### config.mk
export PLATFORM = sky130hd
export DESIGN_NAME = pwm_capture
export DESIGN_NICKNAME = d
export VERILOG_FILES = /design/src/rtl/pwm_pkg.sv /design/src/rtl/serial_divider.sv /design/src/rtl/pwm_capture.sv
export SDC_FILE = /design/constraint.sdc
export NUM_CORES = 1
export LEC_CHECK = 0
export ABC_AREA = 1
export BUFFER_PORTS_ARGS = -buffer_cell sky130_fd_sc_hd__buf_2
export CAP_MARGIN = 20
export CORE_UTILIZATION = 42
export DETAILED_ROUTE_END_ITERATION = 16
export GPL_ROUTABILITY_DRIVEN = 0
export PLACE_DENSITY = 0.62
export SYNTH_ARGS = -nofsm -noshare
export SYNTH_HDL_FRONTEND = slang
export SYNTH_HIERARCHICAL = 1
export SYNTH_SLANG_ARGS = --single-unit
### constraint.sdc
create_clock -name clk -period 10.8 [get_ports clk]
set_clock_uncertainty 0.15 [all_clocks]
set_input_delay 1.08 -clock clk [delete_from_list [all_inputs] [get_ports clk]]
set_output_delay 1.08 -clock clk [all_outputs]
set_load 0.005 [all_outputs]
### src/rtl/pwm_pkg.sv
// Shared types and constants for the PWM capture block.
package pwm_pkg;

    // Measurement FSM states; the divider runs beside MEASURE with its own busy flag.
    typedef enum logic [1:0] {
        StIdle,
        StArm,
        StMeasure
    } state_e;

    localparam int unsigned DUTY_BITS = 7;
    localparam logic [DUTY_BITS-1:0] DUTY_SCALE = 7'd100;

endpackage

### src/rtl/serial_divider.sv
// Restoring divider producing one quotient bit per cycle, MSB first.
// Requires num_i < den_i * 2^QUO_W so the quotient fits in QUO_W bits.
module serial_divider
    import pwm_pkg::*;
#(
    parameter int unsigned NUM_W = 23,
    parameter int unsigned DEN_W = 16,
    parameter int unsigned QUO_W = DUTY_BITS
) (
    input  logic             clk_i,
    input  logic             clr_i,
    input  logic             start_i,
    input  logic             abort_i,
    input  logic [NUM_W-1:0] num_i,
    input  logic [DEN_W-1:0] den_i,
    output logic             busy_o,
    output logic             done_o,
    output logic [QUO_W-1:0] quo_o
);

    localparam int unsigned StepW = $clog2(QUO_W);
    localparam logic [StepW-1:0] LastStep = StepW'(QUO_W - 1);

    logic [DEN_W-1:0] rem_q;
    logic [DEN_W-1:0] den_q;
    logic [QUO_W-1:0] nlo_q;
    logic [QUO_W-1:0] quo_q;
    logic [StepW-1:0] step_q;
    logic             busy_q;
    logic             done_q;

    logic [DEN_W-1:0] rem_src;
    logic [DEN_W-1:0] den_src;
    logic [DEN_W-1:0] rem_sub;
    logic [DEN_W-1:0] rem_nxt;
    logic [DEN_W:0]   rem_sh;
    logic             bit_src;
    logic             q_bit;

    // One restoring step; the first step runs on the start cycle straight from the inputs.
    always_comb begin
        rem_src = busy_q ? rem_q : num_i[QUO_W +: DEN_W];
        bit_src = busy_q ? nlo_q[QUO_W-1] : num_i[QUO_W-1];
        den_src = busy_q ? den_q : den_i;
        rem_sh  = {rem_src, bit_src};
        q_bit   = (rem_sh >= {1'b0, den_src});
        // Difference is below den_src when taken, so the low bits are exact.
        rem_sub = rem_sh[DEN_W-1:0] - den_src;
        rem_nxt = q_bit ? rem_sub : rem_sh[DEN_W-1:0];
    end

    // Iteration state, start/abort handling and the done pulse.
    always_ff @(posedge clk_i or posedge clr_i) begin
        if (clr_i) begin
            rem_q  <= '0;
            den_q  <= '0;
            nlo_q  <= '0;
            quo_q  <= '0;
            step_q <= '0;
            busy_q <= 1'b0;
            done_q <= 1'b0;
        end else if (abort_i) begin
            busy_q <= 1'b0;
            done_q <= 1'b0;
        end else begin
            done_q <= 1'b0;
            if (busy_q) begin
                rem_q  <= rem_nxt;
                nlo_q  <= {nlo_q[QUO_W-2:0], 1'b0};
                quo_q  <= {quo_q[QUO_W-2:0], q_bit};
                step_q <= step_q + StepW'(1);
                if (step_q == LastStep) begin
                    busy_q <= 1'b0;
                    done_q <= 1'b1;
                end
            end else if (start_i) begin
                rem_q  <= rem_nxt;
                den_q  <= den_i;
                nlo_q  <= {num_i[QUO_W-2:0], 1'b0};
                quo_q  <= QUO_W'(q_bit);
                step_q <= StepW'(1);
                busy_q <= 1'b1;
            end
        end
    end

    // Busy spans the done cycle so a new start cannot overwrite the quotient before it is taken.
    assign busy_o = busy_q | done_q;
    assign done_o = done_q;
    assign quo_o  = quo_q;

endmodule

### src/rtl/pwm_capture.sv
// Measures period and high time of a PWM input and reports duty cycle in percent.
module pwm_capture
    import pwm_pkg::*;
#(
    parameter int unsigned CNT_BITS = 16
) (
    input  logic                 clk,
    input  logic                 clr,
    input  logic                 en,
    input  logic                 pwm_in,
    output logic [DUTY_BITS-1:0] duty_cycle,
    output logic                 valid,
    output logic [CNT_BITS-1:0]  high_count,
    output logic [CNT_BITS-1:0]  period_count,
    output logic                 timeout
);

    localparam int unsigned NumW = CNT_BITS + DUTY_BITS;
    localparam logic [CNT_BITS-1:0] CntOne = CNT_BITS'(1);
    localparam logic [CNT_BITS-1:0] CntMax = '1;

    logic sync1_q, sync2_q, prev_q;

    state_e               state_q;
    logic [CNT_BITS-1:0]  pcnt_q, hcnt_q;
    logic [CNT_BITS-1:0]  cap_h_q, cap_p_q;
    logic                 stall_q;
    logic [DUTY_BITS-1:0] duty_q;
    logic                 valid_q;
    logic [CNT_BITS-1:0]  high_q, period_q;
    logic                 timeout_q;

    logic                 rise;
    logic                 counting;
    logic                 tmo_fire;
    logic                 div_start;
    logic                 div_busy;
    logic                 div_done;
    logic [DUTY_BITS-1:0] div_quo;
    logic [NumW-1:0]      div_num;

    // Two-flop synchronizer plus edge-detect history flop.
    always_ff @(posedge clk or posedge clr) begin
        if (clr) begin
            sync1_q <= 1'b0;
            sync2_q <= 1'b0;
            prev_q  <= 1'b0;
        end else begin
            sync1_q <= pwm_in;
            sync2_q <= sync1_q;
            prev_q  <= sync2_q;
        end
    end

    // Edge detect, timeout detection and divider start qualification.
    always_comb begin
        rise      = sync2_q & ~prev_q;
        // After a timeout the period counter parks until the next rise, so it fires once per stall.
        counting  = ((state_q == StArm) && !stall_q) || (state_q == StMeasure);
        tmo_fire  = en && counting && !rise && (pcnt_q == CntMax);
        div_start = en && (state_q == StMeasure) && rise && !div_busy;
    end

    assign div_num = NumW'(hcnt_q) * NumW'(DUTY_SCALE);

    serial_divider #(
        .NUM_W (NumW),
        .DEN_W (CNT_BITS),
        .QUO_W (DUTY_BITS)
    ) u_div (
        .clk_i   (clk),
        .clr_i   (clr),
        .start_i (div_start),
        .abort_i (~en),
        .num_i   (div_num),
        .den_i   (pcnt_q),
        .busy_o  (div_busy),
        .done_o  (div_done),
        .quo_o   (div_quo)
    );

    // Measurement FSM, counters and registered result outputs.
    always_ff @(posedge clk or posedge clr) begin
        if (clr) begin
            state_q   <= StIdle;
            pcnt_q    <= '0;
            hcnt_q    <= '0;
            cap_h_q   <= '0;
            cap_p_q   <= '0;
            stall_q   <= 1'b0;
            duty_q    <= '0;
            valid_q   <= 1'b0;
            high_q    <= '0;
            period_q  <= '0;
            timeout_q <= 1'b0;
        end else begin
            valid_q <= 1'b0;
            if (!en) begin
                state_q <= StIdle;
                pcnt_q  <= '0;
                hcnt_q  <= '0;
                stall_q <= 1'b0;
            end else begin
                unique case (state_q)
                    StIdle: begin
                        state_q <= StArm;
                        pcnt_q  <= '0;
                        hcnt_q  <= '0;
                    end
                    StArm: begin
                        if (rise) begin
                            state_q <= StMeasure;
                            pcnt_q  <= CntOne;
                            hcnt_q  <= CntOne;
                            stall_q <= 1'b0;
                        end else if (!stall_q) begin
                            pcnt_q <= pcnt_q + CntOne;
                        end
                    end
                    StMeasure: begin
                        if (rise) begin
                            pcnt_q <= CntOne;
                            hcnt_q <= CntOne;
                            // A capture that collides with a running divide is dropped.
                            if (!div_busy) begin
                                cap_h_q <= hcnt_q;
                                cap_p_q <= pcnt_q;
                            end
                        end else begin
                            pcnt_q <= pcnt_q + CntOne;
                            if (sync2_q) begin
                                hcnt_q <= hcnt_q + CntOne;
                            end
                        end
                    end
                    default: state_q <= StIdle;
                endcase

                if (tmo_fire) begin
                    state_q   <= StArm;
                    pcnt_q    <= '0;
                    hcnt_q    <= '0;
                    stall_q   <= 1'b1;
                    duty_q    <= sync2_q ? DUTY_SCALE : '0;
                    valid_q   <= 1'b1;
                    timeout_q <= 1'b1;
                end

                if (div_done) begin
                    duty_q    <= div_quo;
                    high_q    <= cap_h_q;
                    period_q  <= cap_p_q;
                    valid_q   <= 1'b1;
                    timeout_q <= 1'b0;
                end
            end
        end
    end

    assign duty_cycle   = duty_q;
    assign valid        = valid_q;
    assign high_count   = high_q;
    assign period_count = period_q;
    assign timeout      = timeout_q;

endmodule

==> metrics.txt, run 1 <==
run status=complete, no violations; most frequent cells after synthesis=nand2_1, inv_1, dfrtp_1; crit path max fanout=17; Skew-Pair Late Insertion Delay=430 ps; post-synth cell types=45; root buffer cell=clkbuf_16; drt first pass iters=5; fmax=0.1941 GHz; Cells after Synth=1432; CTS tree=yes; RSZ-0062 raised after global routing=false; CTS H-tree depth=4; Post-synth EDFFs=0; slew at the pin closest to its max-slew limit=977.0 ps; Die Span Y=160.0 µm; hold buffers post-CTS=0; Hold/Removal Path Class=flop to flop; Slew Limit Fails=0; Rel. slew slack=34.79%; NumNets Final=1547; DRC violations left=0; CTS Buf Count=17; Worst setup EP type=flop; total number of vias=8953; yosys warns=6; postcts setup bufs=0; layout cells sized above 1=9.184%; vias in the first global route=8638; pin count of the biggest net entering global routing=58; Synth top area share=38.45%; area grow syn2layout=10.17%; Final Hold Violating Endpoints=0; cell accounting for the most synthesized area=dfrtp_1; die area=25590 µm²; Worst path most repeated cell=nand2_1; Req. time, crit path=11010 ps; Fin Setup TNS=0 ps; # clock sinks=161; Data arrival, critical path=5360 ps; # setup viols final=0; sequential area share after synthesis=38.45%; port buffer count=44; Final Cycle Share=47.69%; synthesized area per cell=7.318 µm²; crit start category=flop; top_reg_cell synth=dfrtp_1; Routed WL=25170 µm; DR WL/cell=14.03 µm; global-route wire length before repair=43500 µm; dominant cells by area after synthesis=dfrtp_1, nand2_1, ha_1; Starting Density=42.96%; vias per std cell=4.991; cell area after synthesis=10480 µm²; Core Rows=57; maximum clock path buffer count=2; cts repair resizes=0; hpwl dp=18860 µm; # IOs=45; core area=24390 µm²; DR iter-0 viols=663; initial antenna violation count=0; ant diodes=0; Antenna Nets Post-Route=0; CTS clk-pin slew, worst paths=70 ps; most numerous cell in the Yosys netlist=nand2_1; grt total ovfl=0; Leak=6.404 nW; MaxCap Viol Count=0; Die X=160.0 µm; CP peak stage delay=470 ps; Slowest-stage cell, CP=dfrtp_1; overall routing resource usage=20.97%; VDD IR max=0.1309 mV; min Tclk post-route=5151 ps; number of synthesized register bits=161; WHS=205.5 ps; Setup CP Type=flop to flop; Cell Pwr Density=162.7 nW/µm²; Async SR Flop Fraction=100.0%
==> placed cells by master (no fill, tap or decap), types with 3 or more instances in the layout <==
cell       instances
nor2_2             4
nand3_1           95
inv_1            180
dfrtp_1          161
xnor2_1            6
nand2_2           16
or2_2              6
and2_1             3
nand4_1           22
nand2_1          504
inv_6              5
buf_4              6
inv_2              5
a21oi_1           23
ha_1              74
fa_1              12
buf_2             44
a31oi_1           10
o21ai_2           10
xor2_1            24
o21ai_0           91
clkbuf_16         17
o21ai_1            3
nor2_1            85
o22ai_1            5
nor3_1            18
nor2_4             3
clkinv_4           3
==> worst max-delay path, delay by kind of cell, from the launching register on <==
kind	cells	cell delay, ps
simple gates	19	1980
fa+ha+maj	5	1860
flops	1	470
compound gates	2	430
buf+inv	2	130
==> logic make-up after synthesis <==
family	Yosys count	share of synthesized area, %
compound gates	154	8.203
xor+xnor	30	2.507
fa+ha+maj	86	11.13
buf+inv	234	8.824
flops	161	38.45
mux	1	0.09553
other cells	1	0.03579
simple gates	765	30.76
==> final timing paths <==
| check | from | endpoint | slack [ps] | depth (start not counted) |
|---|---|---|---|---|
| min | sync1_q | sync2_q | 210 | 0 |
| max reg2reg | hcnt_q[2] | u_div/rem_q[12] | 5650 | 28 |
| max in group asynchronous | clr | cap_h_q[11] | 8670 | 3 |
| min in group asynchronous | clr | u_div/quo_o[6] | 420 | 2 |
| min reg2reg | sync1_q | sync2_q | 210 | 0 |
| max | hcnt_q[2] | u_div/rem_q[12] | 5650 | 28 |
==> stage by stage <==
| step | cell area, µm² | power, mW | instances | worst slack (ps) | utilization, % |
|---|---|---|---|---|---|
| after global routing | 11540 | 2.003 | 1794 | 5249 | 47.33 |
| final | 11540 | 1.878 | 1794 | 5649 | 47.33 |
| after global placement | 10940 | 1.270 | 1761 | 5806 | 44.84 |
| after detailed placement | 10940 | 1.280 | 1761 | 5720 | 44.84 |
| after CTS | 11520 | 1.894 | 1793 | 5702 | 47.25 |
| after floorplan | 10480 | 1.164 | 1433 | 6435 | - |
==> per-layer routing <==
layer / part of all wire [%] / GRT usage [%] / vias up / wire length [µm]
li1: - / - / 4593 / -
met1: 50 / 30.01 / 4128 / 12610
met2: 45 / 33.18 / 201 / 11260
met3: 3.6 / 2.338 / 31 / 910
met4: 1.6 / 6.580 / 0 / 394
met5: 0 / 0 / - / 0
==> cell type report <==
cell class / count / area (µm²)
fill: 2481 / 12850
multi-input combinational: 1038 / 5529
sequential: 161 / 4029
timing repair buffer: 51 / 285.3
tap: 324 / 405.4
inverter: 188 / 708.2
clock inverter: 14 / 148.9
clock buffer: 18 / 439.2
==> sequential cells by signal, indices dropped and copies added, names as in the netlist <==
signal	count
u_div/den_q	16
u_div/busy_q	1
hcnt_q	16
state_q	2
valid	1
pcnt_q	16
sync1_q	1
duty_cycle	7
cap_p_q	16
u_div/quo_o	7
u_div/rem_q	16
cap_h_q	16
u_div/done_o	1
high_count	16
prev_q	1
stall_q	1
u_div/step_q	3
timeout	1
sync2_q	1
period_count	16
u_div/nlo_q	6
==> report_power, final <==
group          switching (mW)  total [mW]  leakage, nW  internal [mW]
clock network           0.274       0.607        0.293          0.333
logic                   0.371       0.533         3.97          0.162
registers              0.0476       0.739         2.14          0.691
Power figures use the tool's default switching activity.
==> run 2, diff against run 1 <==
Settings changed: PLACE_DENSITY 0.62 to 0.64.
Clock period 10.8 ns to 4.3 ns, I/O delays scaled along.
==> run 2 against run 1 <==
Effect of this change: worst setup slack worse by 5700 ps; largest cell class unchanged; cell area is 15% higher; global-route usage is 1.2 points higher; register-to-register slack worse by 5700 ps; critical path depth is 1 lower; hold slack better by 4.5 ps; utilization is 7.0 points higher; power grew to 2.8 times the previous value; fmax is 18% higher; routed wire length is 8.5% higher; the flow now finishes with violations (setup timing); clock power grew to 2.6 times the previous value; non-clock buffer count is 127 higher.
==> metrics.txt, run 2 (synthesis gave the netlist of run 1 again) <==
DRC violations left=0; fmax=0.2288 GHz; run status=finished with violations; vias per std cell=4.999; vias in the first global route=9358; CTS tree=yes; maximum clock path buffer count=2; # clock sinks=161; Skew-Pair Late Insertion Delay=430 ps; ant diodes=0; WHS=209.9 ps; hpwl dp=19780 µm; DR iter-0 viols=608; overall routing resource usage=22.18%; commonest cells after routing, fill and taps aside=nand2_1, inv_1, dfrtp_1; Die X=160.0 µm; total number of vias=9604; most common cell after layout, fill and taps aside=nand2_1; Data arrival, critical path=4540 ps; root buffer cell=clkbuf_16; NumNets Final=1674; R2R cell count=27; RR Startpoint=hcnt_q[8]; Worst setup EP type=flop; crit path max fanout=8; Setup WS pre-CTS=-265.0 ps; port buffer count=44; reg2reg setup slack=-70 ps; Rel. slew slack=32.94%; initial antenna violation count=0; # IOs=45; VDD IR max=0.2702 mV; CP Capture Point=u_div/rem_q[3]; CTS Buf Count=17; Setup CP Type=flop to flop; slew at the pin closest to its max-slew limit=1005 ps; Starting Density=42.96%; Req. time, crit path=4460 ps; # setup viols final=16; Final Cycle Share=101.7%; grt total ovfl=0; Crit. Startpoint=hcnt_q[8]; core area=24390 µm²; Hold/Removal Path Class=flop to flop; Post-DP Area=11660 µm²; FILL cells=2254; multi-input logic area=6183 µm²; Die Span Y=160.0 µm; total power=5.211 mW; die area=25590 µm²; Cell Pwr Density=393.3 nW/µm²; CTS H-tree depth=4; Fin Setup TNS=-692.5 ps; min Tclk post-route=4371 ps; layout cells sized above 1=23.36%; Antenna Nets Post-Route=0; pin count of the biggest net entering global routing=51; global-route wire length before repair=45860 µm; Slew Limit Fails=0; Final Cell Area=13250 µm²; drt first pass iters=4; reg2reg end=u_div/rem_q[3]; Final Hold Violating Endpoints=0; Leak=7.213 nW; register area=4033 µm²; Setup WS post-layout=-71.01 ps; crit start category=flop; DR WL/cell=14.22 µm; Core Rows=57; RSZ-0062 raised after global routing=true; MaxCap Viol Count=0; violated checks=setup timing; CTS clk-pin slew, worst paths=70 ps; area grow syn2layout=26.44%; Routed WL=27320 µm
==> run 2: per-layer routing <==
layer  vias up  share of wire (%)  track usage (%)
li1       4828                  -                -
met4         0                2.0            7.576
met3        35                4.5            2.649
met2       235                 47            36.62
met5         -                  0                0
met1      4506                 47            30.09
==> run 2: worst min path at each step <==
stage / from / to / depth (start not counted) / slack [ps]
floorplan: sync1_q / sync2_q / 0 / 180
global placement: sync1_q / sync2_q / 0 / 180
detailed placement: sync1_q / sync2_q / 0 / 200
CTS: sync1_q / sync2_q / 0 / 220
global route: sync1_q / sync2_q / 0 / 230
finish: sync1_q / sync2_q / 0 / 210
==> run 2: metrics by stage <==
step                std cells  util, %
floorplan                1433        -
global placement         1854    47.80
detailed placement       1854    47.80
CTS                      1918    53.60
global route             1921    54.32
finish                   1921    54.32
==> run 2: critical path, stage by stage (launching register included) <==
cell      delay (ps)
dfrtp_1          420
ha_1             310
ha_1             270
inv_1             50
fa_1             510
inv_1             70
ha_4             260
a21oi_4          130
nor2_1            70
nor2_2           150
o211ai_1         110
xor2_1           160
o21ai_1          170
inv_1            100
ha_4             260
buf_6            110
nand2_2           60
inv_2             30
nand2_1           50
nor2_1            40
nand2_1           70
nor2_2            50
nor2_4           130
nand2_4          100
buf_6            130
buf_12           120
a22oi_2          110
nand2_1           70
==> run 2: repair_timing <==
item / 4_1_cts / 5_1_grt
hold buffers: 2 / 0
hold endpoints to repair: 43 / 0
setup buffers: 29 / 2
pin swaps: 50 / 56
cloned: 1 / 0
gates resized for setup: 93 / 39
endpoints found under the setup margin: 17 / 17
==> run 2: cell type report <==
type                       count  share of cell area (%)
timing repair buffer         178                   9.859
clock inverter                15                   1.417
clock buffer                  17                   3.211
tap                          324                   3.060
inverter                     188                   5.345
multi-input combinational   1038                   46.67
sequential                   161                   30.44
==> run 2: where the power goes <==
group / total (mW) / internal (mW) / switching [mW]
Clock: 1.58 / 0.840 / 0.743
Combinational: 1.76 / 0.675 / 1.09
Sequential: 1.86 / 1.74 / 0.129
==> run 3, diff against run 2 <==
==> constraint.sdc (replaced) <==
create_clock -name clk -period 4.3 [get_ports clk]
set_clock_uncertainty 0.15 [all_clocks]
set_input_delay 0 -clock clk [delete_from_list [all_inputs] [get_ports clk]]
set_output_delay 0 -clock clk [all_outputs]
set_load 0.005 [all_outputs]
==> run 3 against run 2 <==
Effect of this change: the flow still finishes with violations (setup timing); routed wire length increased by 2.2%; critical path depth decreased by 1; register-to-register slack got worse by 210 ps; sequential share of layout area decreased by 0.23 points; cell count increased by 0.57%.
==> metrics.txt, run 3 (synthesis gave the netlist of run 1 again) <==
run status=finished with violations; violated checks=setup timing; RSZ-0062 raised after global routing=true; DR top layer=met4; layout cells sized above 1=23.57%; grt total ovfl=0; fmax=0.2183 GHz; hold path start=pwm_in; slew at the pin closest to its max-slew limit=1001 ps; worst path bufs/invs=5; NumNets Final=1685; hpwl dp=19550 µm; initial antenna violation count=0; met3 WL=1516 µm; CTS H-tree depth=4; Cell Pwr Density=398.0 nW/µm²; DR WL/cell=14.45 µm; Worst setup EP type=flop; Hold/Removal Path Class=input port to flop; CTS Buf Count=17; global-route wire length before repair=45970 µm; Core Rows=57; Crit. Startpoint=hcnt_q[12]; Worst path most repeated cell=nand2_1; WHS=72.01 ps; Routed WL=27920 µm; MaxCap Viol Count=0; CTS clk-pin slew, worst paths=70 ps; Die X=160.0 µm; Final Hold Violating Endpoints=0; Setup WS pre-CTS=-245.2 ps; Slew Limit Fails=0; fin util=54.73%; vias in the first global route=9312; Leak=7.261 nW; die area=25590 µm²; Die Span Y=160.0 µm; CP top delay family=simple AND/OR/NAND/NOR gates; Skew-Pair Late Insertion Delay=430 ps; met2 wire len=12930 µm; CP peak stage delay=500 ps; Rel. slew slack=33.21%; CTS tree=yes; Slowest-stage cell, CP=fa_1; VDD IR max=0.2958 mV; vias per std cell=5.051; core area=24390 µm²; final cell count without fillers=1932; RR Startpoint=hcnt_q[12]; Setup CP Type=flop to flop; # setup viols final=17; commonest cells after routing, fill and taps aside=nand2_1, inv_1, dfrtp_1; overall routing resource usage=22.10%; most common cell after layout, fill and taps aside=nand2_1; root buffer cell=clkbuf_16; total number of vias=9759; Antenna Nets Post-Route=0; DRC violations left=0; # clock sinks=161; # IOs=45; drt first pass iters=6; ant diodes=0; Data arrival, critical path=4790 ps; Starting Density=42.96%; pin count of the biggest net entering global routing=86; maximum clock path buffer count=2; min Tclk post-route=4581 ps; Final Cycle Share=106.5%; placed cell count=1859; DR iter-0 viols=786; Setup WS post-layout=-281.0 ps; crit path max fanout=5; Req. time, crit path=4510 ps; crit start category=flop; port buffer count=44; wl on met1=12820 µm; area grow syn2layout=27.40%
run 3: cell types whose count changed in the layout (fill, tap and decap cells not counted), sizes merged:
cell / previous run / this run
buf: 175 / 184
clkinv: 6 / 8
dlygate4sd3: 2 / 4
inv: 194 / 192
run 3: cell type report:
class / count / area, µm²
clock buffer: 17 / 425.4
timing repair buffer: 189 / 1413
inverter: 188 / 708.2
tap: 324 / 405.4
clock inverter: 15 / 192.7
sequential: 161 / 4033
fill: 2284 / 11040
multi-input combinational: 1038 / 6173
run 3: repair_timing:
| action | in CTS | in global routing |
|---|---|---|
| endpoints found under the setup margin | 17 | 17 |
| hold buffers | 3 | 1 |
| pin swaps | 34 | 31 |
| gates cloned | 0 | 1 |
| hold endpoints to repair | 152 | 9 |
| buffers inserted | 28 | 8 |
| resized for setup | 66 | 69 |
run 3: path summary, 6_finish.rpt:
path | endpoint | slack (ps) | depth (start not counted)
min in group asynchronous | duty_cycle[2] | 450 | 4
worst min-delay path | sync1_q | 70 | 2
worst max-delay path | u_div/rem_q[5] | -280 | 26
worst max register to register | u_div/rem_q[5] | -280 | 26
worst min register to register | sync2_q | 210 | 0
max in group asynchronous | hcnt_q[1] | 2510 | 6
run 3: worst reg2reg max path: stages (launching register included):
cell,delay (ps)
dfrtp_1,400
ha_1,300
ha_1,290
inv_2,40
fa_1,500
inv_2,50
ha_4,300
nand2_1,110
nor3_1,300
and2_1,190
nand2_1,90
nand3_1,80
nand2_1,90
o21ai_2,140
inv_1,90
ha_4,260
nand2_1,60
nand2_1,60
nor2_2,120
nand2_2,70
nor2_4,110
nand2_4,80
buf_12,130
nor2_4,180
clkbuf_16,210
nand2_1,60
nand3_1,80
run 3: metrics by stage:
step	power (mW)	instance area (µm²)	setup TNS, ps
after global placement	3.385	11700	-3637
after CTS	5.201	12930	-1489
after global routing	5.587	13350	-7024
final	5.313	13350	-3184
after detailed placement	3.411	11700	-3613
after floorplan	2.928	10500	0
run 3: layer usage:
layer,track usage (%),up-vias
met5,0,-
met4,6.364,0
met3,2.753,47
met2,36.03,301
met1,30.76,4550
li1,-,4861
run 3: power breakdown:
part           total, mW  switching, mW  internal [mW]
Combinational       1.86           1.13          0.731
Clock               1.59          0.748          0.841
Sequential          1.86          0.126           1.74
